==> src/rtl/i8008_bus_responder_if.sv <==
// i8008_bus_responder_if: core-side, memory-side and I/O-side bus bundle.
// slave = the responder, master = the environment (core + memory + I/O).
interface i8008_bus_responder_if #(
    parameter int WIDTH      = 8,
    parameter int ADDR_WIDTH = 14
);
    logic [2:0]            cpu_state;
    logic                  cpu_sync;
    logic [WIDTH-1:0]      cpu_dout;
    logic [WIDTH-1:0]      cpu_din;
    logic                  cpu_din_en;
    logic                  cpu_ready;
    logic                  mem_req;
    logic                  mem_we;
    logic [ADDR_WIDTH-1:0] mem_addr;
    logic [WIDTH-1:0]      mem_wdata;
    logic [WIDTH-1:0]      mem_rdata;
    logic                  mem_ack;
    logic                  io_req;
    logic                  io_we;
    logic [4:0]            io_port;
    logic [WIDTH-1:0]      io_wdata;
    logic [WIDTH-1:0]      io_rdata;
    logic                  io_ack;
    logic [2:0]            int_vector;
    logic                  int_ack;

    modport slave (
        input  cpu_state, cpu_sync, cpu_dout,
        input  mem_rdata, mem_ack, io_rdata, io_ack, int_vector,
        output cpu_din, cpu_din_en, cpu_ready,
        output mem_req, mem_we, mem_addr, mem_wdata,
        output io_req, io_we, io_port, io_wdata, int_ack
    );

    modport master (
        output cpu_state, cpu_sync, cpu_dout,
        output mem_rdata, mem_ack, io_rdata, io_ack, int_vector,
        input  cpu_din, cpu_din_en, cpu_ready,
        input  mem_req, mem_we, mem_addr, mem_wdata,
        input  io_req, io_we, io_port, io_wdata, int_ack
    );
endinterface

==> src/rtl/i8008_bus_responder.sv <==
// i8008_bus_responder: decodes 8008 T1/T2/T3 and serves memory/I/O.
// Optional interrupt jam on T1I is enabled by defining I8008_INTR_JAM_EN.
module i8008_bus_responder #(
    parameter int WIDTH      = 8,
    parameter int ADDR_WIDTH = 14
) (
    input logic                  clk,
    input logic                  reset,
    i8008_bus_responder_if.slave bus
);
    localparam int HI_W = ADDR_WIDTH - WIDTH;

    localparam logic [2:0] ST_T1  = 3'b010;
    localparam logic [2:0] ST_T1I = 3'b011;
    localparam logic [2:0] ST_T2  = 3'b001;
    localparam logic [2:0] ST_T3  = 3'b100;

    localparam logic [1:0] CT_PCI = 2'b00;
    localparam logic [1:0] CT_PCR = 2'b01;
    localparam logic [1:0] CT_PCC = 2'b10;
    localparam logic [1:0] CT_PCW = 2'b11;

    typedef enum logic [2:0] {
        S_IDLE,
        S_ADDR,
        S_RD,
        S_IO,
        S_DATA,
        S_WRD,
        S_WR
    } fsm_t;

    fsm_t                  state_q, state_d;
    logic [WIDTH-1:0]      lo_q, lo_d;
    logic [HI_W-1:0]       hi_q, hi_d;
    logic [1:0]            ctype_q, ctype_d;
    logic [WIDTH-1:0]      rbuf_q, rbuf_d;
    logic                  pend_q, pend_d;
    logic                  mem_req_q, mem_req_d;
    logic                  mem_we_q, mem_we_d;
    logic [ADDR_WIDTH-1:0] mem_addr_q, mem_addr_d;
    logic [WIDTH-1:0]      mem_wdata_q, mem_wdata_d;
    logic                  io_req_q, io_req_d;
    logic                  io_we_q, io_we_d;
    logic [4:0]            io_port_q, io_port_d;
    logic [WIDTH-1:0]      io_wdata_q, io_wdata_d;

    logic            t1_stb, t2_stb, t3_stb, busy;
    logic            go, int_ack_c, jam_hit;
    logic [1:0]      go_ct;
    logic [HI_W-1:0] go_hi;
    logic [WIDTH-1:0] jam_byte;

    assign t1_stb = bus.cpu_sync &&
                    (bus.cpu_state == ST_T1 || bus.cpu_state == ST_T1I);
    assign t2_stb = bus.cpu_sync && (bus.cpu_state == ST_T2);
    assign t3_stb = bus.cpu_sync && (bus.cpu_state == ST_T3);
    // A request from an aborted or posted access may still be in flight.
    assign busy   = mem_req_q | io_req_q;

`ifdef I8008_INTR_JAM_EN
    logic jam_q, jam_d;
    assign jam_hit  = jam_q && (bus.cpu_dout[WIDTH-1 -: 2] == CT_PCI);
    assign jam_byte = WIDTH'({2'b00, bus.int_vector, 3'b101});
`else
    logic unused_vec;
    assign unused_vec = ^bus.int_vector;
    assign jam_hit    = 1'b0;
    assign jam_byte   = '0;
`endif

    // Next-state, request issue/retire and read-data capture.
    always_comb begin
        state_d     = state_q;
        lo_d        = lo_q;
        hi_d        = hi_q;
        ctype_d     = ctype_q;
        rbuf_d      = rbuf_q;
        pend_d      = pend_q;
        mem_req_d   = mem_req_q;
        mem_we_d    = mem_we_q;
        mem_addr_d  = mem_addr_q;
        mem_wdata_d = mem_wdata_q;
        io_req_d    = io_req_q;
        io_we_d     = io_we_q;
        io_port_d   = io_port_q;
        io_wdata_d  = io_wdata_q;
        go          = 1'b0;
        go_ct       = ctype_q;
        go_hi       = hi_q;
        int_ack_c   = 1'b0;
`ifdef I8008_INTR_JAM_EN
        jam_d       = jam_q;
`endif

        if (mem_req_q && bus.mem_ack) mem_req_d = 1'b0;
        if (io_req_q && bus.io_ack) io_req_d = 1'b0;

        unique case (state_q)
            S_ADDR: begin
                if (t2_stb) begin
                    hi_d    = bus.cpu_dout[HI_W-1:0];
                    ctype_d = bus.cpu_dout[WIDTH-1 -: 2];
                    go_hi   = bus.cpu_dout[HI_W-1:0];
                    go_ct   = bus.cpu_dout[WIDTH-1 -: 2];
                    if (jam_hit) begin
                        rbuf_d    = jam_byte;
                        int_ack_c = 1'b1;
                        state_d   = S_DATA;
                    end else if (busy) begin
                        pend_d = 1'b1;
                    end else begin
                        go = 1'b1;
                    end
                end else if (pend_q && !busy) begin
                    pend_d = 1'b0;
                    go     = 1'b1;
                end
            end
            S_RD: begin
                if (mem_req_q && bus.mem_ack) begin
                    rbuf_d  = bus.mem_rdata;
                    state_d = S_DATA;
                end
            end
            S_IO: begin
                if (io_req_q && bus.io_ack) begin
                    if (io_we_q) begin
                        state_d = S_IDLE;
                    end else begin
                        rbuf_d  = bus.io_rdata;
                        state_d = S_DATA;
                    end
                end
            end
            S_DATA: begin
                if (t3_stb) state_d = S_IDLE;
            end
            S_WRD: begin
                if (t3_stb) begin
                    mem_req_d   = 1'b1;
                    mem_we_d    = 1'b1;
                    mem_addr_d  = {hi_q, lo_q};
                    mem_wdata_d = bus.cpu_dout;
                    state_d     = S_WR;
                end
            end
            S_WR: begin
                if (mem_req_q && bus.mem_ack) state_d = S_IDLE;
            end
            default: ;
        endcase

        if (go) begin
            unique case (go_ct)
                CT_PCI, CT_PCR: begin
                    mem_req_d  = 1'b1;
                    mem_we_d   = 1'b0;
                    mem_addr_d = {go_hi, lo_q};
                    state_d    = S_RD;
                end
                CT_PCC: begin
                    io_req_d   = 1'b1;
                    io_we_d    = |go_hi[HI_W-1 -: 2];
                    io_port_d  = go_hi[HI_W-1 -: 5];
                    io_wdata_d = lo_q;
                    state_d    = S_IO;
                end
                CT_PCW: begin
                    state_d = S_WRD;
                end
            endcase
        end

        if (t1_stb) begin
            lo_d    = bus.cpu_dout;
            pend_d  = 1'b0;
            state_d = S_ADDR;
`ifdef I8008_INTR_JAM_EN
            jam_d   = (bus.cpu_state == ST_T1I);
`endif
        end
    end

    // State and request registers.
    always_ff @(posedge clk) begin
        if (reset) begin
            state_q     <= S_IDLE;
            lo_q        <= '0;
            hi_q        <= '0;
            ctype_q     <= '0;
            rbuf_q      <= '0;
            pend_q      <= 1'b0;
            mem_req_q   <= 1'b0;
            mem_we_q    <= 1'b0;
            mem_addr_q  <= '0;
            mem_wdata_q <= '0;
            io_req_q    <= 1'b0;
            io_we_q     <= 1'b0;
            io_port_q   <= '0;
            io_wdata_q  <= '0;
        end else begin
            state_q     <= state_d;
            lo_q        <= lo_d;
            hi_q        <= hi_d;
            ctype_q     <= ctype_d;
            rbuf_q      <= rbuf_d;
            pend_q      <= pend_d;
            mem_req_q   <= mem_req_d;
            mem_we_q    <= mem_we_d;
            mem_addr_q  <= mem_addr_d;
            mem_wdata_q <= mem_wdata_d;
            io_req_q    <= io_req_d;
            io_we_q     <= io_we_d;
            io_port_q   <= io_port_d;
            io_wdata_q  <= io_wdata_d;
        end
    end

`ifdef I8008_INTR_JAM_EN
    // Interrupt-acknowledge marker set by the T1I strobe.
    always_ff @(posedge clk) begin
        if (reset) jam_q <= 1'b0;
        else       jam_q <= jam_d;
    end
`endif

    assign bus.cpu_din    = (state_q == S_DATA) ? rbuf_q : '0;
    assign bus.cpu_din_en = (state_q == S_DATA);
    assign bus.cpu_ready  = !((state_q == S_RD) ||
                              (state_q == S_IO && !io_we_q) ||
                              pend_q);
    assign bus.mem_req    = mem_req_q;
    assign bus.mem_we     = mem_we_q;
    assign bus.mem_addr   = mem_addr_q;
    assign bus.mem_wdata  = mem_wdata_q;
    assign bus.io_req     = io_req_q;
    assign bus.io_we      = io_we_q;
    assign bus.io_port    = io_port_q;
    assign bus.io_wdata   = io_wdata_q;
    assign bus.int_ack    = int_ack_c;
endmodule

==> src/flat_wrapper.sv <==
// flat-port wrapper written by rule: the top's interface ports become plain ports
module i8008_bus_responder_flat 
#(
    parameter int WIDTH      = 8,
    parameter int ADDR_WIDTH = 14
)
  (clk, reset, bus_cpu_state, bus_cpu_sync, bus_cpu_dout, bus_mem_rdata, bus_mem_ack, bus_io_rdata, bus_io_ack, bus_int_vector, bus_cpu_din, bus_cpu_din_en, bus_cpu_ready, bus_mem_req, bus_mem_we, bus_mem_addr, bus_mem_wdata, bus_io_req, bus_io_we, bus_io_port, bus_io_wdata, bus_int_ack);
  i8008_bus_responder_if #(.WIDTH(WIDTH), .ADDR_WIDTH(ADDR_WIDTH)) bus_i ();
  input logic clk;
  input logic reset;
  input wire logic [$bits(bus_i.cpu_state)-1:0] bus_cpu_state;
  input wire logic [$bits(bus_i.cpu_sync)-1:0] bus_cpu_sync;
  input wire logic [$bits(bus_i.cpu_dout)-1:0] bus_cpu_dout;
  input wire logic [$bits(bus_i.mem_rdata)-1:0] bus_mem_rdata;
  input wire logic [$bits(bus_i.mem_ack)-1:0] bus_mem_ack;
  input wire logic [$bits(bus_i.io_rdata)-1:0] bus_io_rdata;
  input wire logic [$bits(bus_i.io_ack)-1:0] bus_io_ack;
  input wire logic [$bits(bus_i.int_vector)-1:0] bus_int_vector;
  output wire logic [$bits(bus_i.cpu_din)-1:0] bus_cpu_din;
  output wire logic [$bits(bus_i.cpu_din_en)-1:0] bus_cpu_din_en;
  output wire logic [$bits(bus_i.cpu_ready)-1:0] bus_cpu_ready;
  output wire logic [$bits(bus_i.mem_req)-1:0] bus_mem_req;
  output wire logic [$bits(bus_i.mem_we)-1:0] bus_mem_we;
  output wire logic [$bits(bus_i.mem_addr)-1:0] bus_mem_addr;
  output wire logic [$bits(bus_i.mem_wdata)-1:0] bus_mem_wdata;
  output wire logic [$bits(bus_i.io_req)-1:0] bus_io_req;
  output wire logic [$bits(bus_i.io_we)-1:0] bus_io_we;
  output wire logic [$bits(bus_i.io_port)-1:0] bus_io_port;
  output wire logic [$bits(bus_i.io_wdata)-1:0] bus_io_wdata;
  output wire logic [$bits(bus_i.int_ack)-1:0] bus_int_ack;
  assign bus_i.cpu_state = bus_cpu_state;
  assign bus_i.cpu_sync = bus_cpu_sync;
  assign bus_i.cpu_dout = bus_cpu_dout;
  assign bus_i.mem_rdata = bus_mem_rdata;
  assign bus_i.mem_ack = bus_mem_ack;
  assign bus_i.io_rdata = bus_io_rdata;
  assign bus_i.io_ack = bus_io_ack;
  assign bus_i.int_vector = bus_int_vector;
  assign bus_cpu_din = bus_i.cpu_din;
  assign bus_cpu_din_en = bus_i.cpu_din_en;
  assign bus_cpu_ready = bus_i.cpu_ready;
  assign bus_mem_req = bus_i.mem_req;
  assign bus_mem_we = bus_i.mem_we;
  assign bus_mem_addr = bus_i.mem_addr;
  assign bus_mem_wdata = bus_i.mem_wdata;
  assign bus_io_req = bus_i.io_req;
  assign bus_io_we = bus_i.io_we;
  assign bus_io_port = bus_i.io_port;
  assign bus_io_wdata = bus_i.io_wdata;
  assign bus_int_ack = bus_i.int_ack;
  i8008_bus_responder #(.WIDTH(WIDTH), .ADDR_WIDTH(ADDR_WIDTH)) u_core (.clk(clk), .reset(reset), .bus(bus_i));
endmodule
==> config.mk <==
export PLATFORM = sky130hd
export DESIGN_NAME = i8008_bus_responder_flat
export DESIGN_NICKNAME = d
export VERILOG_FILES = /design/src/rtl/i8008_bus_responder_if.sv /design/src/rtl/i8008_bus_responder.sv /design/src/flat_wrapper.sv
export SDC_FILE = /design/constraint.sdc
export NUM_CORES = 1
export LEC_CHECK = 0
export CAP_MARGIN = 0
export CELL_PAD_IN_SITES_DETAIL_PLACEMENT = 0
export CELL_PAD_IN_SITES_GLOBAL_PLACEMENT = 2
export CORE_MARGIN = 2
export CORE_UTILIZATION = 30
export CTS_CLUSTER_DIAMETER = 30
export DETAILED_ROUTE_END_ITERATION = 6
export GPL_ROUTABILITY_DRIVEN = 0
export MAX_ROUTING_LAYER = met4
export PLACE_DENSITY_LB_ADDON = 0.1
export SLEW_MARGIN = 20
export SYNTH_ARGS = -nofsm -noshare
export SYNTH_HDL_FRONTEND = slang
export SYNTH_SLANG_ARGS = --single-unit
==> constraint.sdc <==
create_clock -name clk -period 4 [get_ports clk]
set_input_delay 1 -clock clk [delete_from_list [all_inputs] [get_ports clk]]
set_output_delay 1 -clock clk [all_outputs]
set_load 0.05 [all_outputs]
==> results.sh <==
export IMPL_finalNetCount=437
export IMPL_power_share_combinational_pct=7.0
export IMPL_power_internal_uw=1130
export IMPL_port_buffer_count=80
export IMPL_synth_area_leaders="sky130_fd_sc_hd__dfxtp_1, sky130_fd_sc_hd__mux2i_1, sky130_fd_sc_hd__a21oi_1, sky130_fd_sc_hd__nand2b_1, sky130_fd_sc_hd__nor2_1"
export IMPL_clock_skew_ps=10.9
export IMPL_drv_cap=0
export IMPL_io_pin_count=85
export IMPL_worst_endpoint_arrival_ps=2570
export IMPL_grt_pass1_vias=2467
export IMPL_initial_core_util_pct=30.8
export IMPL_ys_warnings_count=0
export IMPL_avgViaCountPerCell=4.86
export IMPL_dp_slack_ps=684
export IMPL_drtPass1Iterations=4
export IMPL_regToRegEndpoint="u_core.bus.mem_addr[11]"
export IMPL_syn_nets=364
export IMPL_power_share_switching_pct=23.0
export IMPL_number_of_synthesized_register_bits=67
export IMPL_power_density_mw_per_mm2=355
export IMPL_antenna_cells=0
export IMPL_start_kind="register"
export IMPL_fraction_of_power_consumed_by_the_clock_network_pct=47.0
export IMPL_setup_viol_count_final=0
export IMPL_grt_use_total_pct=16.0
export IMPL_drv_slew=0
export IMPL_grt_pass1_wl_mm=13.3
export IMPL_worstRegToRegCells=5
export IMPL_final_critical_path_required_period_ps=3570
export IMPL_post_cts_resize_count=0
export IMPL_critPathRequiredTime_ps=3000
export IMPL_floorplan_core_area_sq_mm=0.00977
export IMPL_yosysSeqAreaShare_pct=44.6
export IMPL_switching_power_uw=339
export IMPL_crit_reg2reg_launch="u_core.state_q[0]"
export IMPL_globalRouteOverflowTotal=0
export IMPL_relative_contribution_of_sequential_cells_to_total_power_pct=46.0
export IMPL_syn_mean_instance_area_sq_um=9.14
export IMPL_chipHeight_microns=104
export IMPL_cp_endpoint="bus_cpu_din[7]"
export IMPL_synth_cell_type_count=40
export IMPL_syn_cell_area_sq_mm=0.00301
export IMPL_final_layout_size_suffix_gt1_share_pct=7.39
export IMPL_place_hpwl_mm=5.71
export IMPL_startpoint="u_core.state_q[2]"
export IMPL_min_path_type="register to register"
export IMPL_drc=0
export IMPL_grt_setup_unrepaired="no"
export IMPL_drt_initial_drc_count=88
export IMPL_async_reset_ff_share_pct=0
export IMPL_layout_worst_path_cycle_share_pct=89.2
export IMPL_die_area_sq_mm=0.0108
export IMPL_cts_sinks=67
export IMPL_endpoint_kind="output port"
export IMPL_post_cts_hold_buffer_count=0
export IMPL_postSynthCellCount=329
export IMPL_synthMostInstantiatedCell="sky130_fd_sc_hd__dfxtp_1"
export IMPL_synth_top_cells_by_count="sky130_fd_sc_hd__dfxtp_1, sky130_fd_sc_hd__mux2i_1, sky130_fd_sc_hd__a21oi_1, sky130_fd_sc_hd__nor2_1, sky130_fd_sc_hd__nand2_1"
export IMPL_multiInputGateArea_sq_mm=0.00154
export IMPL_total_leakage_power_uw=0.00150
export IMPL_fmaxAchievable_ghz=0.280
export IMPL_vdd_ir_drop_max_mv=0.208
export IMPL_worst_slew_pin_transition_ps=706
export IMPL_postCtsSetupRepairBufs=0
export IMPL_worst_setup_hold_path_clk_slew_ps=80
export IMPL_crit_path_max_fanout=9
export IMPL_dr_total_vias=2619
export IMPL_ff2ff_setup_slack_ps=1760
export IMPL_die_w_microns=104
export IMPL_numCtsBuffers=9
export IMPL_largest_net_degree_at_the_start_of_global_routing=40
export IMPL_layout_area_overhead_vs_synth_pct=37.6
export IMPL_worst_slack_ps=432
export IMPL_tritoncts="yes"
export IMPL_setup_total_negative_slack_ps=0
export IMPL_hold_violations=0
export IMPL_yosysTopAreaCell="sky130_fd_sc_hd__dfxtp_1"
export IMPL_cts_root_buf="sky130_fd_sc_hd__clkbuf_8"
export IMPL_cts_htree_levels=3
export IMPL_antenna_found_initial=0
export IMPL_dominantRegCellSynth="sky130_fd_sc_hd__dfxtp_1"
export IMPL_synth_largest_type_area_fraction_pct=44.6
export IMPL_detail_route_wirelength_mm=8.31
export IMPL_route_antenna_remaining_nets=0
export IMPL_critical_path_class="register to output port"
export IMPL_wl_per_instance_microns=15.4
export IMPL_cts_path_max_buffers=2
export IMPL_number_of_enable_flip_flop_cells_after_synthesis=0
export IMPL_slew_headroom_pct=51.6
export IMPL_core_rowCount=36
export IMPL_clkLatencyLatePin_ps=360
export IMPL_run_status="finished, final reports clean"
export IMPL_ff_latch_area_sq_mm=0.00134
export IMPL_fillers=1012
[layout by cell type, fill, tap and decap left out, drive strengths merged, types with 3 or more instances in the layout]
cell / instances
clkdlybuf4s50: 79
dfxtp: 67
mux2i: 35
a21oi: 32
nor2: 27
nand2: 25
nand2b: 22
a211oi: 13
nand3: 11
o21ai: 11
and2: 10
clkbuf: 9
buf: 9
a21boi: 8
a311oi: 6
nor2b: 5
a221oi: 5
nand3b: 3
bufinv: 3
[area by class of cell]
class	count	share of cell area, %
clock buffers	9	2.99
multi-input cells	236	37.1
repair buffers	88	20.7
well taps	133	4.02
flip-flops and latches	67	32.4
clock inverters	6	2.78
[through the flow]
stage	total power, uW	cell area [sq um]	std cells	utilization (%)	hold WS [ps]
after floorplan	745	3010	329	-	441
after global placement	797	3900	524	39.9	442
after detailed placement	797	3900	524	39.9	452
after CTS	1490	4140	539	42.3	463
after global routing	1530	4140	539	42.3	483
final	1470	4140	539	42.3	460
[critical path: stages, from the launching register on]
cell and delay (ps):
sky130_fd_sc_hd__dfxtp_1 440, sky130_fd_sc_hd__nor2b_1 250, sky130_fd_sc_hd__nor2b_1 510, sky130_fd_sc_hd__and2_1 200, sky130_fd_sc_hd__clkdlybuf4s50_1 820
[logic make-up after synthesis]
kind of cell / after synthesis / share of synthesized area (%)
AO/OA/AOI/OAI: 84 / 18.0
multiplexers: 36 / 12.0
other: 1 / 0.125
AND/OR/NAND/NOR: 115 / 20.9
flip-flops: 67 / 44.6
buffers and inverters: 26 / 4.33
[power groups by stage]
stage | clock network [uW] | registers [uW] | logic [uW]
final | 691 | 676 | 103
after floorplan | 0 | 692 | 53.7
after detailed placement | 0 | 692 | 104
after global placement | 0 | 692 | 105
after global routing | 737 | 678 | 113
after CTS | 706 | 676 | 105
[metal layers]
layer  share of wire (%)  global-route usage (%)  routed length (microns)
met2                  47                    24.6                     3880
met1                  48                    20.7                     3960
met4                 1.6                    6.08                      133
met5                   0                       -                        0
met3                 4.1                    3.13                      337
[sequential cells by signal (all words and copies together), names as in the netlist, 3 cells and up]
name / flops
u_core.bus.io_wdata: 8
u_core.bus.mem_wdata: 8
u_core.bus.io_port: 5
u_core.rbuf_q: 8
u_core.bus.mem_addr: 14
u_core.hi_q: 6
u_core.state_q: 3
u_core.lo_q: 8
[worst min-delay path by stage]
| stage | startpoint | cells after the start | end | slack [ps] |
|---|---|---|---|---|
| detailed placement | u_core.bus.mem_wdata[7] | 2 | u_core.bus.mem_wdata[7] | 450 |
| floorplan | u_core.ctype_q[0] | 2 | u_core.ctype_q[0] | 440 |
| finish | u_core.bus.mem_wdata[4] | 2 | u_core.bus.mem_wdata[4] | 460 |
| global placement | u_core.bus.mem_wdata[7] | 2 | u_core.bus.mem_wdata[7] | 440 |
| global route | u_core.bus.mem_wdata[4] | 2 | u_core.bus.mem_wdata[4] | 480 |
| CTS | u_core.bus.mem_wdata[7] | 2 | u_core.bus.mem_wdata[7] | 460 |
Note: power is estimated with default switching activity, not from simulation.
